### config.mk
export PLATFORM = sky130hd
export DESIGN_NAME = mem_port_arbiter
export DESIGN_NICKNAME = d
export VERILOG_FILES = /design/src/rtl/mem_port_arbiter.sv
export SDC_FILE = /design/constraint.sdc
export NUM_CORES = 1
export LEC_CHECK = 0
export BUFFER_PORTS_ARGS = -buffer_cell sky130_fd_sc_hd__buf_2
export CORE_AREA = 2 2 209 211
export DETAILED_ROUTE_END_ITERATION = 7
export DIE_AREA = 0 0 211 213
export PLACE_DENSITY = 0.48
export REMOVE_ABC_BUFFERS = 1
export SLEW_MARGIN = 40
export SYNTH_ARGS = -nofsm -noshare
export SYNTH_HDL_FRONTEND = slang
export SYNTH_SLANG_ARGS = --single-unit
### constraint.sdc
create_clock -name clk -period 3.9 [get_ports clk]
set_input_delay 0.975 -clock clk [delete_from_list [all_inputs] [get_ports clk]]
set_output_delay 0.975 -clock clk [all_outputs]
set_load 0.02 [all_outputs]
### src/rtl/mem_port_arbiter.sv
// Shares one memory port between fetch (IF) and load/store (LS); LS wins ties, IF is
// granted after STARVE_LIMIT consecutive LS grants while it waits. Requests are latched at grant.
module mem_port_arbiter #(
    parameter int ADDR_W       = 64,
    parameter int DATA_W       = 64,
    parameter int STARVE_LIMIT = 4
) (
    input  logic                clk,
    input  logic                rst,
    input  logic                if_req,
    input  logic [ADDR_W-1:0]   if_addr,
    output logic                if_gnt,
    output logic                if_rvalid,
    output logic [DATA_W-1:0]   if_rdata,
    input  logic                ls_req,
    input  logic                ls_wen,
    input  logic [ADDR_W-1:0]   ls_addr,
    input  logic [DATA_W-1:0]   ls_wdata,
    input  logic [DATA_W/8-1:0] ls_wmask,
    output logic                ls_gnt,
    output logic                ls_rvalid,
    output logic [DATA_W-1:0]   ls_rdata,
    output logic                mem_req,
    output logic                mem_wen,
    output logic [ADDR_W-1:0]   mem_addr,
    output logic [DATA_W-1:0]   mem_wdata,
    output logic [DATA_W/8-1:0] mem_wmask,
    input  logic                mem_ready,
    input  logic                mem_rvalid,
    input  logic [DATA_W-1:0]   mem_rdata,
    output logic                busy
);

    localparam int CNT_W  = $clog2(STARVE_LIMIT + 1);
    localparam int MASK_W = DATA_W / 8;
    localparam logic [CNT_W-1:0] LIMIT = CNT_W'(STARVE_LIMIT);

    typedef enum logic [1:0] {IDLE, REQ, WAIT} state_t;

    state_t              state_q, state_d;
    logic                owner_ls_q, owner_ls_d;
    logic [CNT_W-1:0]    starve_q, starve_d;
    logic                wen_q, wen_d;
    logic [ADDR_W-1:0]   addr_q, addr_d;
    logic [DATA_W-1:0]   wdata_q, wdata_d;
    logic [MASK_W-1:0]   wmask_q, wmask_d;
    logic                if_rvalid_q, ls_rvalid_q;
    logic [DATA_W-1:0]   if_rdata_q, ls_rdata_q;
    logic                resp;

    always_comb begin
        state_d    = state_q;
        owner_ls_d = owner_ls_q;
        starve_d   = starve_q;
        wen_d      = wen_q;
        addr_d     = addr_q;
        wdata_d    = wdata_q;
        wmask_d    = wmask_q;
        if_gnt     = 1'b0;
        ls_gnt     = 1'b0;
        mem_req    = 1'b0;
        case (state_q)
            IDLE: begin
                // No grant during reset: the latched request would be discarded.
                if (!rst) begin
                    if (ls_req && !(if_req && starve_q == LIMIT)) ls_gnt = 1'b1;
                    else if (if_req)                              if_gnt = 1'b1;
                end
                if (ls_gnt) begin
                    state_d    = REQ;
                    owner_ls_d = 1'b1;
                    wen_d      = ls_wen;
                    addr_d     = ls_addr;
                    wdata_d    = ls_wdata;
                    wmask_d    = ls_wmask;
                    if (!if_req)                starve_d = '0;
                    else if (starve_q != LIMIT) starve_d = starve_q + 1'b1;
                end else if (if_gnt) begin
                    state_d    = REQ;
                    owner_ls_d = 1'b0;
                    wen_d      = 1'b0;
                    addr_d     = if_addr;
                    wdata_d    = '0;
                    wmask_d    = '0;
                    starve_d   = '0;
                end
            end
            REQ: begin
                mem_req = 1'b1;
                if (mem_ready) state_d = WAIT;
            end
            WAIT: begin
                if (mem_rvalid) state_d = IDLE;
            end
            default: state_d = IDLE;
        endcase
    end

    assign resp = (state_q == WAIT) && mem_rvalid;

    always_ff @(posedge clk) begin
        if (rst) begin
            state_q     <= IDLE;
            owner_ls_q  <= 1'b0;
            starve_q    <= '0;
            wen_q       <= 1'b0;
            addr_q      <= '0;
            wdata_q     <= '0;
            wmask_q     <= '0;
            if_rvalid_q <= 1'b0;
            ls_rvalid_q <= 1'b0;
            if_rdata_q  <= '0;
            ls_rdata_q  <= '0;
        end else begin
            state_q     <= state_d;
            owner_ls_q  <= owner_ls_d;
            starve_q    <= starve_d;
            wen_q       <= wen_d;
            addr_q      <= addr_d;
            wdata_q     <= wdata_d;
            wmask_q     <= wmask_d;
            if_rvalid_q <= resp && !owner_ls_q;
            ls_rvalid_q <= resp && owner_ls_q;
            if (resp && owner_ls_q)  ls_rdata_q <= mem_rdata;
            if (resp && !owner_ls_q) if_rdata_q <= mem_rdata;
        end
    end

    assign if_rvalid = if_rvalid_q;
    assign ls_rvalid = ls_rvalid_q;
    assign if_rdata  = if_rdata_q;
    assign ls_rdata  = ls_rdata_q;
    assign mem_wen   = wen_q;
    assign mem_addr  = addr_q;
    assign mem_wdata = wdata_q;
    assign mem_wmask = wmask_q;
    assign busy      = (state_q != IDLE);

endmodule

==> results.md <==
* DP HPWL at 28900 um
* Largest family of logic cells by synthesized area: compound AO/OA/AOI/OAI gates
* # nets final at a little under 2000
* Reg area at about 5500 um^2
* # rows at 76
* CTS tree: yes
* Synth Area in Adders at 0.232%
* Vias in the first global route at 11000
* Syn avg cell area at 8.78 um^2
* Hold_buf cts at 0
* Clock net sink count at about 270
* Footprint of the multi-input gates at 4500 um^2
* Relative slew margins at 45.5%
* CP delay by family, top: simple AND/OR/NAND/NOR gates
* Lkg Pwr at about 0.0064 uW
* Max clock buf depth at 3
* Max cap viols at 0
* DRT iter0 DRCs at 818
* RSZ-0062 raised after global routing: no
* P&R area growth vs syn at 38.6%
* Register area share after synthesis at about 50%
* Fmax at between 0.3 and 0.4 GHz
* Die Area at about 45000 um^2
* Mux share of post-synthesis cell area at 0%
* Layout fillers at 4498
* Most frequent cells in the layout: buf_2 (540), dfxtp_1 (273), nand2_1 (256)
* Placed insts at 2203
* Setup CP Type: reg -> out
* Commonest register cell after synthesis: dfxtp_1
* Max Slew Vio Count at 0
* Yosys reg bits at 273
* CP bufs+invs at 2
* Clock latency on the worst-skew pair at 0.57 ns
* Starting Density at 25.2%
* GR Overflow Total at 0
* Final period util at 73.8%
* GRT Total Usage at 18.1%
* CTS Root Buffer Type: clkbuf_16
* Num ports at around 540
* Pwr dens at 470 nW/um^2
* Slowest cell on crit path: dfxtp_1
* Drt pass-1 iters at 5
* First-pass GRT wire length at roughly 65000 um
* Biggest cell delay along the critical path at 0.32 ns
* Data required, critical path at 2.92 ns
* Worst slew pin tran at slightly above 0.8 ns
* Synth Area in Compound Gates at 21.5%
* PortBufs at 541
* Max VDD drop at about 0.29 mV
* Initial antenna violation count at 14
* Number of buffers created by CTS at 31
* Core Region at 42700 um^2
* Crit. End Element: primary output
* Post-CTS Resized at 0
* Yosys cell types at 39
* Worst path arrival time at approximately 1.9 ns
* Most common cell after layout, fill and taps aside: buf_2
* Fin cells at 2265
* Final setup vio count at 0
* Clk_skew at 0.00818 ns
* Crit Path Max Fanout at 3
* Drt drc at 0
* WL per Instance at 19.2 um
* Die height at 213 um
* Clk slew on worst S/H paths at 0.06 ns
* Yosys warns at 0
* Post-Synth Simple-Gate Area at 19.5%
* DP Area at 13900 um^2
* Gpl congestion at 0.778
* EDFF count, synth at 0
* Fraction of layout cells with a size suffix above 1 at between 30% and 40%
* Total routed wirelength at around 43000 um
* Status: completed
* Largest net degree at the start of global routing at 106
* Post-Synthesis Cells at 1227
* Die W at 211 um
* Xor/xnor share of the synthesized area at 0%
* H-tree Lvls at 1
* Post-layout min period at approximately 2.9 ns
* Vias at between 10000 and 15000
* Post-CTS Setup Bufs at 0
* Post-Syn Area at 10800 um^2
* Cell Chain, Critical Path: inv_1, ha_1, nand3_2, and2_2, nor4_1, buf_2
* Vias/cell at 4.94
* Final Hold Fails at 0
* Startpoint Class: flop
* Post-route ant nets at 0
* Async set or reset register ratio after synthesis at 0%
* Worst Hold Class: reg -> reg
* Final instance area at 14900 um^2
synth_stat cells, types with 2 or more instances:
| master | number | area share [%] |
|---|---|---|
| dfxtp_1 | 273 | 51 |
| nand2_1 | 256 | 8.9 |
| a21oi_1 | 129 | 6.0 |
| nand4_1 | 93 | 5.4 |
| a32o_1 | 73 | 6.8 |
| clkbuf_1 | 69 | 2.4 |
| inv_1 | 68 | 2.4 |
| nor2b_1 | 65 | 3.8 |
| o221ai_1 | 64 | 5.2 |
| buf_2 | 39 | 1.8 |
| o2111ai_1 | 35 | 2.8 |
| buf_1 | 19 | 0.66 |
| buf_6 | 6 | 0.63 |
| nand3_1 | 6 | 0.28 |
| nor2_1 | 5 | 0.17 |
| buf_4 | 2 | 0.14 |
| ha_1 | 2 | 0.23 |
| nor4bb_1 | 2 | 0.19 |
worst min-delay path, stage by stage, from the launching register on:
cell and delay (ns):
dfxtp_1 0.30, nand2_1 0.05, a21oi_1 0.05
cell families (layout without fill, tap and decap cells):
group / count (synthesis) / count (layout)
adder cells (fa/ha/maj): 2 / 2
flip-flops: 273 / 273
buffers and inverters: 205 / 691
AO/OA/AOI/OAI: 310 / 310
AND/OR/NAND/NOR: 437 / 437
other: 0 / 6
power by group:
part	switching, uW	internal (uW)
clock	1180	1700
combinational	702	391
sequential	84.9	2950
area by class of cell:
cell class | count | area share [%]
antenna | 6 | 0.101
clock buffer | 46 | 5.98
clock inverter | 8 | 0.671
inverter | 70 | 1.78
multi-input combinational | 749 | 30.2
sequential | 273 | 36.6
tap | 546 | 4.58
timing repair buffer | 567 | 20.1
sequential cells by signal, summed over array words and instances, names as in the netlist:
register	count
mem_addr	64
owner_ls_q	1
if_rdata	64
mem_wen	1
starve_q	3
mem_wmask	8
ls_rvalid	1
if_rvalid	1
mem_wdata	64
state_q	2
ls_rdata	64
stage by stage:
step                hold slack, ns  setup WS (ns)  setup TNS, ns  power (uW)  util (%)
detailed placement           0.443          0.978              0        4190      32.5
finish                       0.451           1.02              0        7010      35.0
global route                 0.467          0.852              0        7330      34.9
CTS                          0.451          0.947              0        7120      34.8
global placement             0.439           1.00              0        4180      32.5
floorplan                    0.447          -2.88        -433.94        3650         -
worst paths after layout:
kind,start,end,slack (ns),depth (start not counted)
worst max register to register,state_q[1],mem_addr[21],1.74,5
worst max-delay path,starve_q[0],if_gnt,1.02,6
worst min-delay path,if_rdata[39],if_rdata[39],0.45,2
worst min register to register,if_rdata[39],if_rdata[39],0.45,2
metal layers:
layer  track usage [%]  vias up  part of all wire, %
met4              5.15       16                  2.2
met2              29.8      452                   46
met3              7.24       74                   11
li1                  -     5349                    -
met5                 0        -                 0.24
met1              21.8     5309                   41
Note: power is estimated with default switching activity, not from simulation.
